File: src/rtl/keypad_pkg.sv
// Shared definitions for the 4x4 matrix keypad scanner: FSM state codes,
// column constants, the key map and small decoding helpers.
package keypad_pkg;

    typedef logic [1:0] state_t;

    localparam state_t SCAN     = 2'd0;
    localparam state_t DEBOUNCE = 2'd1;
    localparam state_t PRESSED  = 2'd2;
    localparam state_t RELEASE  = 2'd3;

    // All columns released (driven high); the scan starts on column 0.
    localparam logic [3:0] COL_IDLE  = 4'b1111;
    localparam logic [3:0] COL_FIRST = COL_IDLE ^ 4'b0001;

    // Hex code of each key, indexed by {row_idx, col_idx}; entry 0 is listed last.
    localparam logic [15:0][3:0] KEY_MAP = {
        4'hD, 4'hE, 4'hF, 4'h0,
        4'hC, 4'h9, 4'h8, 4'h7,
        4'hB, 4'h6, 4'h5, 4'h4,
        4'hA, 4'h3, 4'h2, 4'h1
    };

    // Position of the low bit in a one-hot-low vector.
    function automatic logic [1:0] low_index(input logic [3:0] v);
        logic [1:0] idx;
        idx = 2'd0;
        for (int i = 3; i >= 0; i--) begin
            if (!v[i]) begin
                idx = 2'(i);
            end
        end
        return idx;
    endfunction

    // True when exactly one bit of the vector is low.
    function automatic logic single_low(input logic [3:0] v);
        return ($countones(~v) == 1);
    endfunction

endpackage

File: src/rtl/keypad_tick_gen.sv
// Free-running divider producing a one-cycle tick every DIV clocks.
// Also usable as the refresh timebase of a multiplexed display.
module keypad_tick_gen #(
    parameter int DIV = 100000
) (
    input  logic clk,
    input  logic rst_n,
    output logic tick
);

    localparam int W = (DIV > 1) ? $clog2(DIV) : 1;
    localparam logic [W-1:0] LAST = W'(DIV - 1);

    logic [W-1:0] count;

    // Count 0..DIV-1 and wrap.
    always_ff @(posedge clk or negedge rst_n) begin
        if (!rst_n) begin
            count <= '0;
        end else if (count == LAST) begin
            count <= '0;
        end else begin
            count <= count + 1'b1;
        end
    end

    assign tick = (count == LAST);

endmodule

File: src/rtl/keypad_scanner.sv
// 4x4 keypad scanner: drives one column low at a time, debounces presses and
// releases of the row inputs, strobes the hex code of each accepted key and
// shifts the last two digits into an 8-bit entry register.
// DEBOUNCE_SAMPLES must be at least 2 (the detect sample counts as the first).
module keypad_scanner #(
    parameter int SCAN_DIV         = 100000,
    parameter int DEBOUNCE_SAMPLES = 4
) (
    input  logic       clk,
    input  logic       rst_n,
    input  logic [3:0] row,
    output logic [3:0] col,
    output logic [3:0] key_code,
    output logic       key_valid,
    output logic       key_held,
    output logic [7:0] entry
);

    import keypad_pkg::*;

    localparam int CNT_W = $clog2(DEBOUNCE_SAMPLES + 1);
    localparam logic [CNT_W-1:0] CNT_ONE  = CNT_W'(1);
    localparam logic [CNT_W-1:0] CNT_LAST = CNT_W'(DEBOUNCE_SAMPLES - 1);

    logic             tick;
    logic [3:0]       row_meta;
    logic [3:0]       row_sync;
    logic [3:0]       row_cap;
    state_t           state;
    logic [CNT_W-1:0] deb_count;
    logic [3:0]       col_next;
    logic [3:0]       key_index;
    logic [3:0]       key_hex;
    logic             rows_idle;

    keypad_tick_gen #(
        .DIV(SCAN_DIV)
    ) u_tick_gen (
        .clk  (clk),
        .rst_n(rst_n),
        .tick (tick)
    );

    assign col_next  = {col[2:0], col[3]};
    assign key_index = {low_index(row_cap), low_index(col)};
    assign key_hex   = KEY_MAP[key_index];
    assign rows_idle = (row_sync == 4'hF);

    // Two-flop synchronizer for the asynchronous, pulled-up row inputs.
    always_ff @(posedge clk or negedge rst_n) begin
        if (!rst_n) begin
            row_meta <= 4'hF;
            row_sync <= 4'hF;
        end else begin
            row_meta <= row;
            row_sync <= row_meta;
        end
    end

    // Scan / debounce / hold / release FSM, evaluated only on the sample tick.
    always_ff @(posedge clk or negedge rst_n) begin
        if (!rst_n) begin
            state     <= SCAN;
            col       <= COL_FIRST;
            row_cap   <= 4'hF;
            deb_count <= '0;
            key_code  <= 4'h0;
            key_valid <= 1'b0;
            key_held  <= 1'b0;
            entry     <= 8'h00;
        end else begin
            key_valid <= 1'b0;
            if (tick) begin
                case (state)
                    SCAN: begin
                        if (single_low(row_sync)) begin
                            row_cap   <= row_sync;
                            deb_count <= CNT_ONE;
                            state     <= DEBOUNCE;
                        end else begin
                            col <= col_next;
                        end
                    end
                    DEBOUNCE: begin
                        if (row_sync == row_cap) begin
                            if (deb_count == CNT_LAST) begin
                                deb_count <= '0;
                                key_valid <= 1'b1;
                                key_code  <= key_hex;
                                entry     <= {entry[3:0], key_hex};
                                key_held  <= 1'b1;
                                state     <= PRESSED;
                            end else begin
                                deb_count <= deb_count + 1'b1;
                            end
                        end else begin
                            deb_count <= '0;
                            col       <= col_next;
                            state     <= SCAN;
                        end
                    end
                    PRESSED: begin
                        if (rows_idle) begin
                            deb_count <= CNT_ONE;
                            state     <= RELEASE;
                        end
                    end
                    RELEASE: begin
                        if (rows_idle) begin
                            if (deb_count == CNT_LAST) begin
                                deb_count <= '0;
                                key_held  <= 1'b0;
                                col       <= col_next;
                                state     <= SCAN;
                            end else begin
                                deb_count <= deb_count + 1'b1;
                            end
                        end else begin
                            deb_count <= '0;
                            state     <= PRESSED;
                        end
                    end
                    default: begin
                        state <= SCAN;
                    end
                endcase
            end
        end
    end

endmodule

File: config.mk
export PLATFORM = sky130hd
export DESIGN_NAME = keypad_scanner
export DESIGN_NICKNAME = d
export VERILOG_FILES = /design/src/rtl/keypad_pkg.sv /design/src/rtl/keypad_tick_gen.sv /design/src/rtl/keypad_scanner.sv
export SDC_FILE = /design/constraint.sdc
export NUM_CORES = 1
export LEC_CHECK = 0
export BUFFER_PORTS_ARGS = -buffer_cell sky130_fd_sc_hd__buf_4
export CORE_AREA = 2 2 87 89
export DETAILED_ROUTE_END_ITERATION = 16
export DIE_AREA = 0 0 89 91
export HOLD_SLACK_MARGIN = 0.1
export SETUP_SLACK_MARGIN = 0.1
export SKIP_LAST_GASP = 1
export SLEW_MARGIN = 15
export SYNTH_ARGS = -nofsm -noshare
export SYNTH_HDL_FRONTEND = slang
export SYNTH_SLANG_ARGS = --single-unit
File: constraint.sdc
create_clock -name clk -period 4.55 [get_ports clk]
set_clock_uncertainty 0.1 [all_clocks]
set_input_delay 0.6825 -clock clk [delete_from_list [all_inputs] [get_ports clk]]
set_output_delay 0.6825 -clock clk [all_outputs]
set_load 0.02 [all_outputs]
==> flow_summary.toml <==
[placed_design]
place.gp.congestion = 0.807
dp_hpwl_mm = 2.89
portBuffers = 23

[logic_synthesis]
yosys.cell_count.top_type = "dfrtp_1"
syn_nets = 215
ys.flop_type = "dfrtp_1"
ys_top_cells_by_area = "dfrtp_1 (34%), dfstp_2 (16%), ha_1 (4.7%)"
syn_area_mm2 = 0.00242
syn_inst = 199
synth_top_area_cell = "dfrtp_1"
synth-seq-cells = 48
avgSynthCellArea_um2 = 12.1
postSynth.asyncResetShare_pct = 100
synth-edff-count = 0
synth-seq-area-share_pct = 50.5
ys_warn_count = 0
synth_commonest_cells = "dfrtp_1 (33), dfstp_2 (15), inv_1 (12)"
netlist.area_leader.share_pct = 34.2
synth.distinct_cells = 49

[route]
topRoutingLayerUsed = "met4"
drt_pre_antenna_iters = 4
wl_met3_um = 137
post-route-drc-count = 0
wl_per_cell_um = 12.7
drtIter0Drc = 84
antenna_left = 0
met1_length_mm = 2.10
finalWirelength_mm = 4.09
vias = 1543
via_per_inst = 4.81
met2_length_mm = 1.78

[sta]
rsz0062_at_grt = "false"
timing.final.hold_violations = 0
fin_crit_ns = 2.67
finalMaxSlewViolations = 0
worst_pin_slew_ns = 0.681
relSlewSlack_pct = 54.4
finalSetupViolations = 0
finalCritPeriodShare_pct = 58.7
fmax_ghz = 0.374
setup_tns_ns = 0

[clock_tree]
h-tree-depth = 2
clock_sinks = 48
cts_setup_buffers = 0
postCtsHoldBufs = 0
post_cts_resized = 0
cts_root_buffer = "clkbuf_8"
clk-insertion-delay-late_ns = 0.30
path_clk_slew_ns = 0.09
cts_tree = "yes"
cts_buffers = 5
clockBufferDepth = 2

[worst_setup_path]
crit_fanout = 5
end_kind = "flip-flop"
path_class = "reg2reg"
arrival_ns = 2.81
cp.required_ns = 4.69
start_kind = "flip-flop"

[floorplan]
die_x_um = 89
die-area_mm2 = 0.00810
core_mm2 = 0.00714
start_util_pct = 33.9
rows = 31
dieHeight_um = 91
pin_count = 24

[power_and_ir_drop]
finalPower_uw = 761
leakage_uw = 0.00123
seq_power_share_pct = 57.3
comb_power_share_pct = 3.7
ir_worst_vdd_mv = 0.140
powerDensity_mw_per_mm2 = 276
clkPwrFrac_pct = 39.0
swShare_pct = 22.7
p_sw_uw = 173
internal-power_uw = 588

[finish]
layout.nets = 237
diodes = 0
flow.area_growth_from_synthesis_pct = 14.2
layout-drive-gt1-share_pct = 28.8

[grt]
grt-ovfl-total = 0
grtUsageTotal_pct = 11.2
grt_pass1_vias = 1529
antenna_found_initial = 0
grt_max_degree = 49
grt_pass1_wl_mm = 7.16

[status]
status = "finished clean"

[min_path]
hold_class = "reg2reg"

[run]
maxCapViolCount = 0
-- kinds of logic (layout without fill, tap and decap cells) --
| group | after synthesis | count (layout) | share of synthesized area, % |
|---|---|---|---|
| buffers and inverters | 20 | 43 | 4.40 |
| muxes | 18 | 18 | 8.18 |
| xor gates and xnor gates | 17 | 17 | 6.16 |
| adders and majority gates | 10 | 10 | 5.49 |
| and+or+nand+nor | 63 | 63 | 17.9 |
| AOI/OAI and AO/OA | 23 | 23 | 7.41 |
| DFF | 48 | 48 | 50.5 |
-- metal layers --
| metal | up-vias | GRT usage (%) |
|---|---|---|
| met5 | - | 0 |
| met4 | 0 | 4.85 |
| met3 | 5 | 1.91 |
| met2 | 27 | 16.4 |
| met1 | 753 | 16.2 |
| li1 | 758 | - |
-- power by group through the flow --
stage	Sequential [µW]	Combinational (µW)	Clock, µW
global placement	444	29.1	0
global route	437	33.2	323
detailed placement	444	29.3	0
floorplan	444	14.8	0
CTS	436	29.6	308
finish	436	28.5	297
-- worst paths after layout --
kind | from | to | slack [ns] | cells past startpoint
max | row_sync[3] | row_cap[1] | 1.88 | 7
min | row_meta[0] | row_sync[0] | 0.26 | 0
max reg2reg | row_sync[3] | row_cap[1] | 1.88 | 7
min reg2reg | row_meta[0] | row_sync[0] | 0.26 | 0
max in group asynchronous | rst_n | u_tick_gen.count[8] | 3.68 | 1
min in group asynchronous | rst_n | col[0] | 0.27 | 1
-- registers in the layout, summed over array words and instances (netlist names), 2 cells and up --
| signal | count |
|---|---|
| row_cap | 4 |
| row_meta | 4 |
| entry | 5 |
| deb_count | 3 |
| state | 2 |
| row_sync | 4 |
| key_code | 3 |
| col | 4 |
| u_tick_gen.count | 17 |
-- layout by cell type (no fill, tap or decap), types with 2 or more instances in the layout --
cell type   n
dfrtp_1    33
buf_4      23
dfstp_2    15
inv_1      12
xnor2_1    10
mux2_2     10
nand3_1     9
ha_1        9
nand2_1     8
nor2_1      8
xor2_1      7
nand4_1     6
o21ai_0     5
clkbuf_8    5
nor3_1      4
mux2i_1     4
nand2b_1    4
mux2_1      4
nor4_1      3
nor2b_1     3
a21oi_1     3
nor4b_1     3
o211ai_1    3
nor4_4      2
and3_1      2
a21boi_0    2
-- critical path: stages, from the launching register on --
cell     delay [ns]
dfstp_2        0.59
fa_1           0.41
inv_1          0.06
ha_1           0.13
ha_1           0.24
nor4b_1        0.45
nand3_1        0.28
mux2_2         0.34
-- area by class of cell --
type                    instances  area (µm²)
fillers                       722        4380
clock inverters                 2        15.0
flip-flops and latches         48        1220
well taps                      99         124
clock buffers                   6        93.8
repair buffers                 23         173
inverters                      12        45.0
multi-input cells             131        1090
-- per-stage QoR --
| step | setup slack [ns] | instances | utilization, % | area, µm² | hold slack (ns) |
|---|---|---|---|---|---|
| after floorplan | 2.01 | 199 | - | 2420 | 0.245 |
| after CTS | 1.86 | 321 | 38.7 | 2760 | 0.262 |
| after detailed placement | 1.87 | 313 | 37.1 | 2650 | 0.247 |
| after global routing | 1.67 | 321 | 38.7 | 2760 | 0.263 |
| final | 1.88 | 321 | 38.7 | 2760 | 0.260 |
| after global placement | 1.89 | 313 | 37.1 | 2650 | 0.246 |
Power figures use the tool's default switching activity.
